--- src/rtl/fmul_norm_round_if.sv ---
// rtl/fmul_norm_round_if.sv - handshake and data bundle between imul, the normalize/round stage and its consumer
interface fmul_norm_round_if #(
   parameter int MW = 24,
   parameter int EW = 8
);
   logic              in_valid;
   logic              in_ready;
   logic [2*MW-1:0]   in_prod;
   logic              in_sign;
   logic [EW+1:0]     in_exp_sum;
   logic              in_nan;
   logic              in_inf;
   logic              in_zero;
   logic              out_valid;
   logic              out_ready;
   logic [EW+MW-1:0]  out_result;
   logic [2:0]        out_flags;

   modport master (
      output in_valid, in_prod, in_sign, in_exp_sum, in_nan, in_inf, in_zero, out_ready,
      input  in_ready, out_valid, out_result, out_flags
   );

   modport slave (
      input  in_valid, in_prod, in_sign, in_exp_sum, in_nan, in_inf, in_zero, out_ready,
      output in_ready, out_valid, out_result, out_flags
   );
endinterface

--- src/rtl/fmul_norm_round.sv ---
// rtl/fmul_norm_round.sv - two-stage normalize and round-to-nearest-even pack for the binary32 multiply path
module fmul_norm_round #(
   parameter int MW   = 24,
   parameter int EW   = 8,
   parameter int BIAS = 127
) (
   input  logic               clk,
   input  logic               rst_n,
   fmul_norm_round_if.slave   bus
);
   localparam int PW = 2 * MW;
   localparam int XW = EW + 3;
   localparam int RW = EW + MW;

   logic s1_en;
   logic s2_en;

   logic                 s1_valid_q;
   logic [MW-2:0]        s1_frac_q;
   logic                 s1_guard_q;
   logic                 s1_sticky_q;
   logic signed [XW-1:0] s1_exp_q;
   logic                 s1_sign_q;
   logic                 s1_nan_q;
   logic                 s1_inf_q;
   logic                 s1_zero_q;

   logic                 s2_valid_q;
   logic [RW-1:0]        out_result_q;
   logic [2:0]           out_flags_q;

   assign s2_en         = !s2_valid_q || bus.out_ready;
   assign s1_en         = !s1_valid_q || s2_en;
   assign bus.in_ready  = s1_en;
   assign bus.out_valid = s2_valid_q;
   assign bus.out_result = out_result_q;
   assign bus.out_flags  = out_flags_q;

   // Stage 1: pick the normalization window by the product MSB.
   logic signed [XW-1:0] exp_base;
   logic [MW-2:0]        s1_frac_d;
   logic                 s1_guard_d;
   logic                 s1_sticky_d;
   logic signed [XW-1:0] s1_exp_d;

   assign exp_base = $signed({1'b0, bus.in_exp_sum}) - XW'(BIAS);

   always_comb begin
      if (bus.in_prod[PW-1]) begin
         s1_frac_d   = bus.in_prod[PW-2:MW];
         s1_guard_d  = bus.in_prod[MW-1];
         s1_sticky_d = |bus.in_prod[MW-2:0];
         s1_exp_d    = exp_base + XW'(1);
      end else begin
         s1_frac_d   = bus.in_prod[PW-3:MW-1];
         s1_guard_d  = bus.in_prod[MW-2];
         s1_sticky_d = |bus.in_prod[MW-3:0];
         s1_exp_d    = exp_base;
      end
   end

   always_ff @(posedge clk or negedge rst_n) begin
      if (!rst_n) begin
         s1_valid_q  <= 1'b0;
         s1_frac_q   <= '0;
         s1_guard_q  <= 1'b0;
         s1_sticky_q <= 1'b0;
         s1_exp_q    <= '0;
         s1_sign_q   <= 1'b0;
         s1_nan_q    <= 1'b0;
         s1_inf_q    <= 1'b0;
         s1_zero_q   <= 1'b0;
      end else if (s1_en) begin
         s1_valid_q  <= bus.in_valid;
         s1_frac_q   <= s1_frac_d;
         s1_guard_q  <= s1_guard_d;
         s1_sticky_q <= s1_sticky_d;
         s1_exp_q    <= s1_exp_d;
         s1_sign_q   <= bus.in_sign;
         s1_nan_q    <= bus.in_nan;
         s1_inf_q    <= bus.in_inf;
         s1_zero_q   <= bus.in_zero;
      end
   end

   // Stage 2: round, then range-check the post-rounding exponent.
   logic                 round_up;
   logic                 inexact;
   logic [MW-1:0]        frac_inc;
   logic signed [XW-1:0] exp_r;
   logic                 exp_ovf;
   logic                 exp_unf;
   logic [RW-1:0]        out_result_d;
   logic [2:0]           out_flags_d;

   assign round_up = s1_guard_q & (s1_sticky_q | s1_frac_q[0]);
   assign inexact  = s1_guard_q | s1_sticky_q;
   assign frac_inc = {1'b0, s1_frac_q} + MW'(round_up);
   assign exp_r    = s1_exp_q + (frac_inc[MW-1] ? XW'(1) : XW'(0));
   assign exp_ovf  = !exp_r[XW-1] && (exp_r[XW-2:0] >= (XW-1)'((1 << EW) - 1));
   assign exp_unf  = exp_r[XW-1] || (exp_r == '0);

   always_comb begin
      out_result_d = '0;
      out_flags_d  = 3'b000;
      if (s1_nan_q) begin
         out_result_d = {1'b0, {EW{1'b1}}, 1'b1, {(MW-2){1'b0}}};
      end else if (s1_inf_q) begin
         out_result_d = {s1_sign_q, {EW{1'b1}}, {(MW-1){1'b0}}};
      end else if (s1_zero_q) begin
         out_result_d = {s1_sign_q, {(RW-1){1'b0}}};
      end else if (exp_ovf) begin
         out_result_d = {s1_sign_q, {EW{1'b1}}, {(MW-1){1'b0}}};
         out_flags_d  = 3'b101;
      end else if (exp_unf) begin
         out_result_d = {s1_sign_q, {(RW-1){1'b0}}};
         out_flags_d  = 3'b011;
      end else begin
         out_result_d = {s1_sign_q, exp_r[EW-1:0], frac_inc[MW-2:0]};
         out_flags_d  = {2'b00, inexact};
      end
   end

   always_ff @(posedge clk or negedge rst_n) begin
      if (!rst_n) begin
         s2_valid_q   <= 1'b0;
         out_result_q <= '0;
         out_flags_q  <= 3'b000;
      end else if (s2_en) begin
         s2_valid_q   <= s1_valid_q;
         out_result_q <= out_result_d;
         out_flags_q  <= out_flags_d;
      end
   end
endmodule

--- src/flat_wrapper.sv ---
// flat-port wrapper written by rule: the top's interface ports become plain ports
module fmul_norm_round_flat 
#(
   parameter int MW   = 24,
   parameter int EW   = 8,
   parameter int BIAS = 127
)
  (clk, rst_n, bus_in_valid, bus_in_prod, bus_in_sign, bus_in_exp_sum, bus_in_nan, bus_in_inf, bus_in_zero, bus_out_ready, bus_in_ready, bus_out_valid, bus_out_result, bus_out_flags);
  fmul_norm_round_if #(.MW(MW), .EW(EW)) bus_i ();
  input  logic clk;
  input  logic rst_n;
  input wire logic [$bits(bus_i.in_valid)-1:0] bus_in_valid;
  input wire logic [$bits(bus_i.in_prod)-1:0] bus_in_prod;
  input wire logic [$bits(bus_i.in_sign)-1:0] bus_in_sign;
  input wire logic [$bits(bus_i.in_exp_sum)-1:0] bus_in_exp_sum;
  input wire logic [$bits(bus_i.in_nan)-1:0] bus_in_nan;
  input wire logic [$bits(bus_i.in_inf)-1:0] bus_in_inf;
  input wire logic [$bits(bus_i.in_zero)-1:0] bus_in_zero;
  input wire logic [$bits(bus_i.out_ready)-1:0] bus_out_ready;
  output wire logic [$bits(bus_i.in_ready)-1:0] bus_in_ready;
  output wire logic [$bits(bus_i.out_valid)-1:0] bus_out_valid;
  output wire logic [$bits(bus_i.out_result)-1:0] bus_out_result;
  output wire logic [$bits(bus_i.out_flags)-1:0] bus_out_flags;
  assign bus_i.in_valid = bus_in_valid;
  assign bus_i.in_prod = bus_in_prod;
  assign bus_i.in_sign = bus_in_sign;
  assign bus_i.in_exp_sum = bus_in_exp_sum;
  assign bus_i.in_nan = bus_in_nan;
  assign bus_i.in_inf = bus_in_inf;
  assign bus_i.in_zero = bus_in_zero;
  assign bus_i.out_ready = bus_out_ready;
  assign bus_in_ready = bus_i.in_ready;
  assign bus_out_valid = bus_i.out_valid;
  assign bus_out_result = bus_i.out_result;
  assign bus_out_flags = bus_i.out_flags;
  fmul_norm_round #(.MW(MW), .EW(EW), .BIAS(BIAS)) u_core (.clk(clk), .rst_n(rst_n), .bus(bus_i));
endmodule
--- config.mk ---
export PLATFORM = sky130hd
export DESIGN_NAME = fmul_norm_round_flat
export DESIGN_NICKNAME = d
export VERILOG_FILES = /design/src/rtl/fmul_norm_round_if.sv /design/src/rtl/fmul_norm_round.sv /design/src/flat_wrapper.sv
export SDC_FILE = /design/constraint.sdc
export NUM_CORES = 1
export LEC_CHECK = 0
export BUFFER_PORTS_ARGS = -buffer_cell sky130_fd_sc_hd__buf_2
export CAP_MARGIN = 20
export CORE_MARGIN = 8
export CORE_UTILIZATION = 50
export CTS_CLUSTER_SIZE = 24
export DETAILED_ROUTE_END_ITERATION = 7
export GPL_TIMING_DRIVEN = 1
export PLACE_DENSITY = 0.84
export SLEW_MARGIN = 40
export SYNTH_ARGS = -nofsm -noshare
export SYNTH_HDL_FRONTEND = slang
export SYNTH_SLANG_ARGS = --single-unit
--- constraint.sdc ---
create_clock -name clk -period 4.8 [get_ports clk]
set_input_delay 1.2 -clock clk [delete_from_list [all_inputs] [get_ports clk]]
set_output_delay 1.2 -clock clk [all_outputs]
set_load 0.005 [all_outputs]
==> results.sh <==
export IMPL_crit_required_ns=5.06
export IMPL_synth_largest_area_cell="dfrtp_1"
export IMPL_cts_tree="yes"
export IMPL_grt_max_degree=59
export IMPL_antenna_found_initial=0
export IMPL_overflow=0
export IMPL_hold_class="reg2reg"
export IMPL_core_sq_um=8680
export IMPL_synth_cell_types=52
export IMPL_total_power_uw=1480
export IMPL_grt_usage_pct=18.6
export IMPL_synth_edff_count=0
export IMPL_wl_met2_microns=4900
export IMPL_fp_dieH_microns=110
export IMPL_relSlewSlack_pct=46.0
export IMPL_drt_initial_drc_count=166
export IMPL_post_cts_resize_count=0
export IMPL_synth_flop_cell="dfrtp_1"
export IMPL_synthToLayoutAreaGrowth_pct=16.5
export IMPL_slew_violations=0
export IMPL_die_w_microns=110
export IMPL_synth_area_sq_um=4430
export IMPL_port_buffer_count=102
export IMPL_holdPathStages=1
export IMPL_routedLengthMet1_microns=4830
export IMPL_postPlaceCellArea_sq_um=5000
export IMPL_cts_htree_levels=3
export IMPL_cts_sinks=77
export IMPL_cp_max_fo=21
export IMPL_worstRegToRegCells=12
export IMPL_clk_latency_ns=0.34
export IMPL_period_share_pct=79.7
export IMPL_place_congestion=0.913
export IMPL_clock_skew_ns=0.00396
export IMPL_p_seq_share_pct=53.2
export IMPL_setup_worst_path_end_class="flop"
export IMPL_p_clk_share_pct=27.8
export IMPL_dpl_hpwl_microns=8480
export IMPL_clk_pin_slew_ns=0.07
export IMPL_synthArstFlopShare_pct=100
export IMPL_netSwitchingPower_uw=449
export IMPL_max_freq_mhz=261
export IMPL_post_cts_buffers=0
export IMPL_cts_root_buf="clkbuf_8"
export IMPL_p_sw_share_pct=30.4
export IMPL_via_per_inst=5.57
export IMPL_avgSynthCellArea_sq_um=9.16
export IMPL_fin_area_sq_um=5160
export IMPL_drt_wl_total_microns=10700
export IMPL_avgRoutedWirePerCell_microns=15.6
export IMPL_tns_ns=0
export IMPL_setup_viol=0
export IMPL_numCtsBuffers=9
export IMPL_drt_pass1_iter_count=5
export IMPL_drc=0
export IMPL_pwr_density_cell_nw_per_um2=287
export IMPL_period_needed_ns=3.83
export IMPL_hold_ws_ns=0.458
export IMPL_pwr_share_comb_pct=19.1
export IMPL_p_int_uw=1030
export IMPL_ys_seq_elements=77
export IMPL_start_kind="flop"
export IMPL_initial_core_util_pct=51.1
export IMPL_vias=3834
export IMPL_syn_inst=484
export IMPL_leakagePower_uw=0.00234
export IMPL_dp_cells=673
export IMPL_cts_max_path_buffers=2
export IMPL_yosys_warnings=0
export IMPL_syn_nets=556
export IMPL_ir_drop_mv=0.161
export IMPL_drive_gt1_share_pct=25.5
export IMPL_wl_met3_microns=821
export IMPL_diodes=0
export IMPL_critPathKind="reg2reg"
export IMPL_top_layer="met4"
export IMPL_fin_cells=688
export IMPL_grt_pass1_vias=3816
export IMPL_final_nets=648
export IMPL_ant_nets=0
export IMPL_synth_top_area_share_pct=43.5
export IMPL_max_cap_viol_count=0
export IMPL_ios=103
export IMPL_seq_area_frac_synth_pct=43.5
export IMPL_rsz0062_at_grt="no"
export IMPL_cp_data_arrival_time_ns=4.09
export IMPL_run_status="finished clean"
export IMPL_core_rowCount=34
export IMPL_grt_pass1_wl_microns=18100
export IMPL_finalHoldViolCount=0
export IMPL_hold_buffers=0
export IMPL_tightest_slew_ns=0.810
export IMPL_die_area_sq_um=12100
export IMPL_synth_area_leaders="dfrtp_1 (43%), nand2_1 (6.8%), mux2i_1 (5.4%)"
-- cell families (layout without fill, tap and decap cells) --
group,Yosys count,after routing,share of synthesized area (%)
xor gates and xnor gates,45,45,8.89
muxes,24,24,5.42
buffers and inverters,31,127,3.08
adders and majority gates,6,6,1.69
AOI/OAI and AO/OA,99,99,14.7
and+or+nand+nor,202,202,22.8
DFF,77,77,43.5
-- flip-flops by register name, summed over array words and instances, names as in the netlist --
| register | count |
|---|---|
| u_core.s1_sticky_q | 1 |
| u_core.s1_valid_q | 1 |
| u_core.s1_zero_q | 1 |
| u_core.s1_frac_q | 23 |
| u_core.s1_nan_q | 1 |
| u_core.s1_exp_q | 11 |
| u_core.s1_sign_q | 1 |
| u_core.s1_inf_q | 1 |
| u_core.s1_guard_q | 1 |
| u_core.bus.out_valid | 1 |
| u_core.bus.out_flags | 3 |
| u_core.bus.out_result | 32 |
-- worst max-delay path, stage by stage, from the launching register on --
cell and delay [ns]:
dfrtp_1 0.37, o21a_1 0.13, ha_1 0.19, nand3_1 0.13, nor4_2 0.49, and4_1 0.30
ha_1 0.26, and3_1 0.22, nand3_1 0.11, xnor2_1 0.26, and4bb_2 0.31, or4b_4 0.73
o21ai_0 0.21
-- routing by layer --
| layer | GRT usage (%) | vias to the layer above |
|---|---|---|
| met5 | 0 | - |
| li1 | - | 1894 |
| met2 | 28.9 | 130 |
| met3 | 4.48 | 11 |
| met4 | 6.09 | 0 |
| met1 | 24.9 | 1799 |
-- cells in the final DEF (no fill, tap or decap), drive strengths merged, types with 2 or more instances in the layout --
| cell | synthesis | layout |
|---|---|---|
| and2 | 4 | 4 |
| nand2b | 7 | 7 |
| o21a | 2 | 2 |
| and3 | 10 | 10 |
| nor2 | 35 | 35 |
| nor4 | 11 | 11 |
| mux2i | 24 | 24 |
| a32o | 2 | 2 |
| a21oi | 18 | 18 |
| clkinv | 0 | 2 |
| xor2 | 23 | 23 |
| or3 | 3 | 3 |
| a211oi | 4 | 4 |
| and4bb | 2 | 2 |
| nand4 | 8 | 8 |
| clkbuf | 16 | 13 |
| inv | 7 | 7 |
| nand3b | 2 | 2 |
| a311oi | 3 | 3 |
| dfrtp | 77 | 77 |
| o21ai | 58 | 58 |
| nor3 | 10 | 10 |
| nand2 | 80 | 80 |
| nand3 | 17 | 17 |
| and4 | 4 | 4 |
| buf | 8 | 105 |
| nor4b | 2 | 2 |
| xnor2 | 22 | 22 |
| ha | 6 | 6 |
| a31o | 2 | 2 |
| a31oi | 2 | 2 |
| or2 | 2 | 2 |
-- synthesized netlist by cell type (2+ instances only) --
cell type  count
and2_1         4
o21ai_2       20
o21ai_0       38
nor2_1        35
nand2_1       80
buf_6          2
a311oi_1       3
mux2i_1       24
clkbuf_1      16
or3_1          3
a21oi_1       18
a31oi_1        2
nor4_1        11
dfrtp_1       77
a32o_1         2
inv_1          7
nand3b_1       2
xnor2_1       22
nand4_1        7
nand2b_1       7
and4_1         4
nor4b_1        2
xor2_1        23
and3_1        10
or2_2          2
buf_1          4
nand3_1       17
nor3_1         9
a211oi_1       3
a31o_2         2
ha_1           6
o21a_1         2
-- power by group through the flow --
stage	clock (uW)	combinational (uW)	sequential, uW
2_1_floorplan	0	191	769
3_3_place_gp	0	274	791
3_5_place_dp	0	283	796
4_1_cts	418	285	784
5_1_grt	443	319	797
6_report	411	282	787
-- layout make-up --
cell class	instances	area, sq um
Timing Repair Buffer	105	536
Clock inverter	2	10.0
Inverter	7	26.3
Clock buffer	13	149
Sequential cell	77	1930
Multi-Input combinational cell	376	2380
Fill cell	770	3520
Tap cell	108	135
-- metrics by stage --
step | setup WS, ns | utilization (%)
global placement | 0.953 | 57.5
global route | 0.591 | 59.5
detailed placement | 0.777 | 57.6
floorplan | 1.29 | -
finish | 0.974 | 59.5
CTS | 0.798 | 59.4
-- path summary, 6_finish.rpt --
kind / start / endpoint / slack [ns]
max reg2reg: u_core.s1_guard_q / u_core.bus.out_result[2] / 0.97
min in group asynchronous: rst_n / u_core.s1_frac_q[9] / 0.84
min reg2reg: u_core.s1_valid_q / u_core.bus.out_valid / 0.46
max: u_core.s1_guard_q / u_core.bus.out_result[2] / 0.97
min: u_core.s1_valid_q / u_core.bus.out_valid / 0.46
max in group asynchronous: rst_n / u_core.s1_inf_q / 3.13
(Power assumes the default switching activity.)
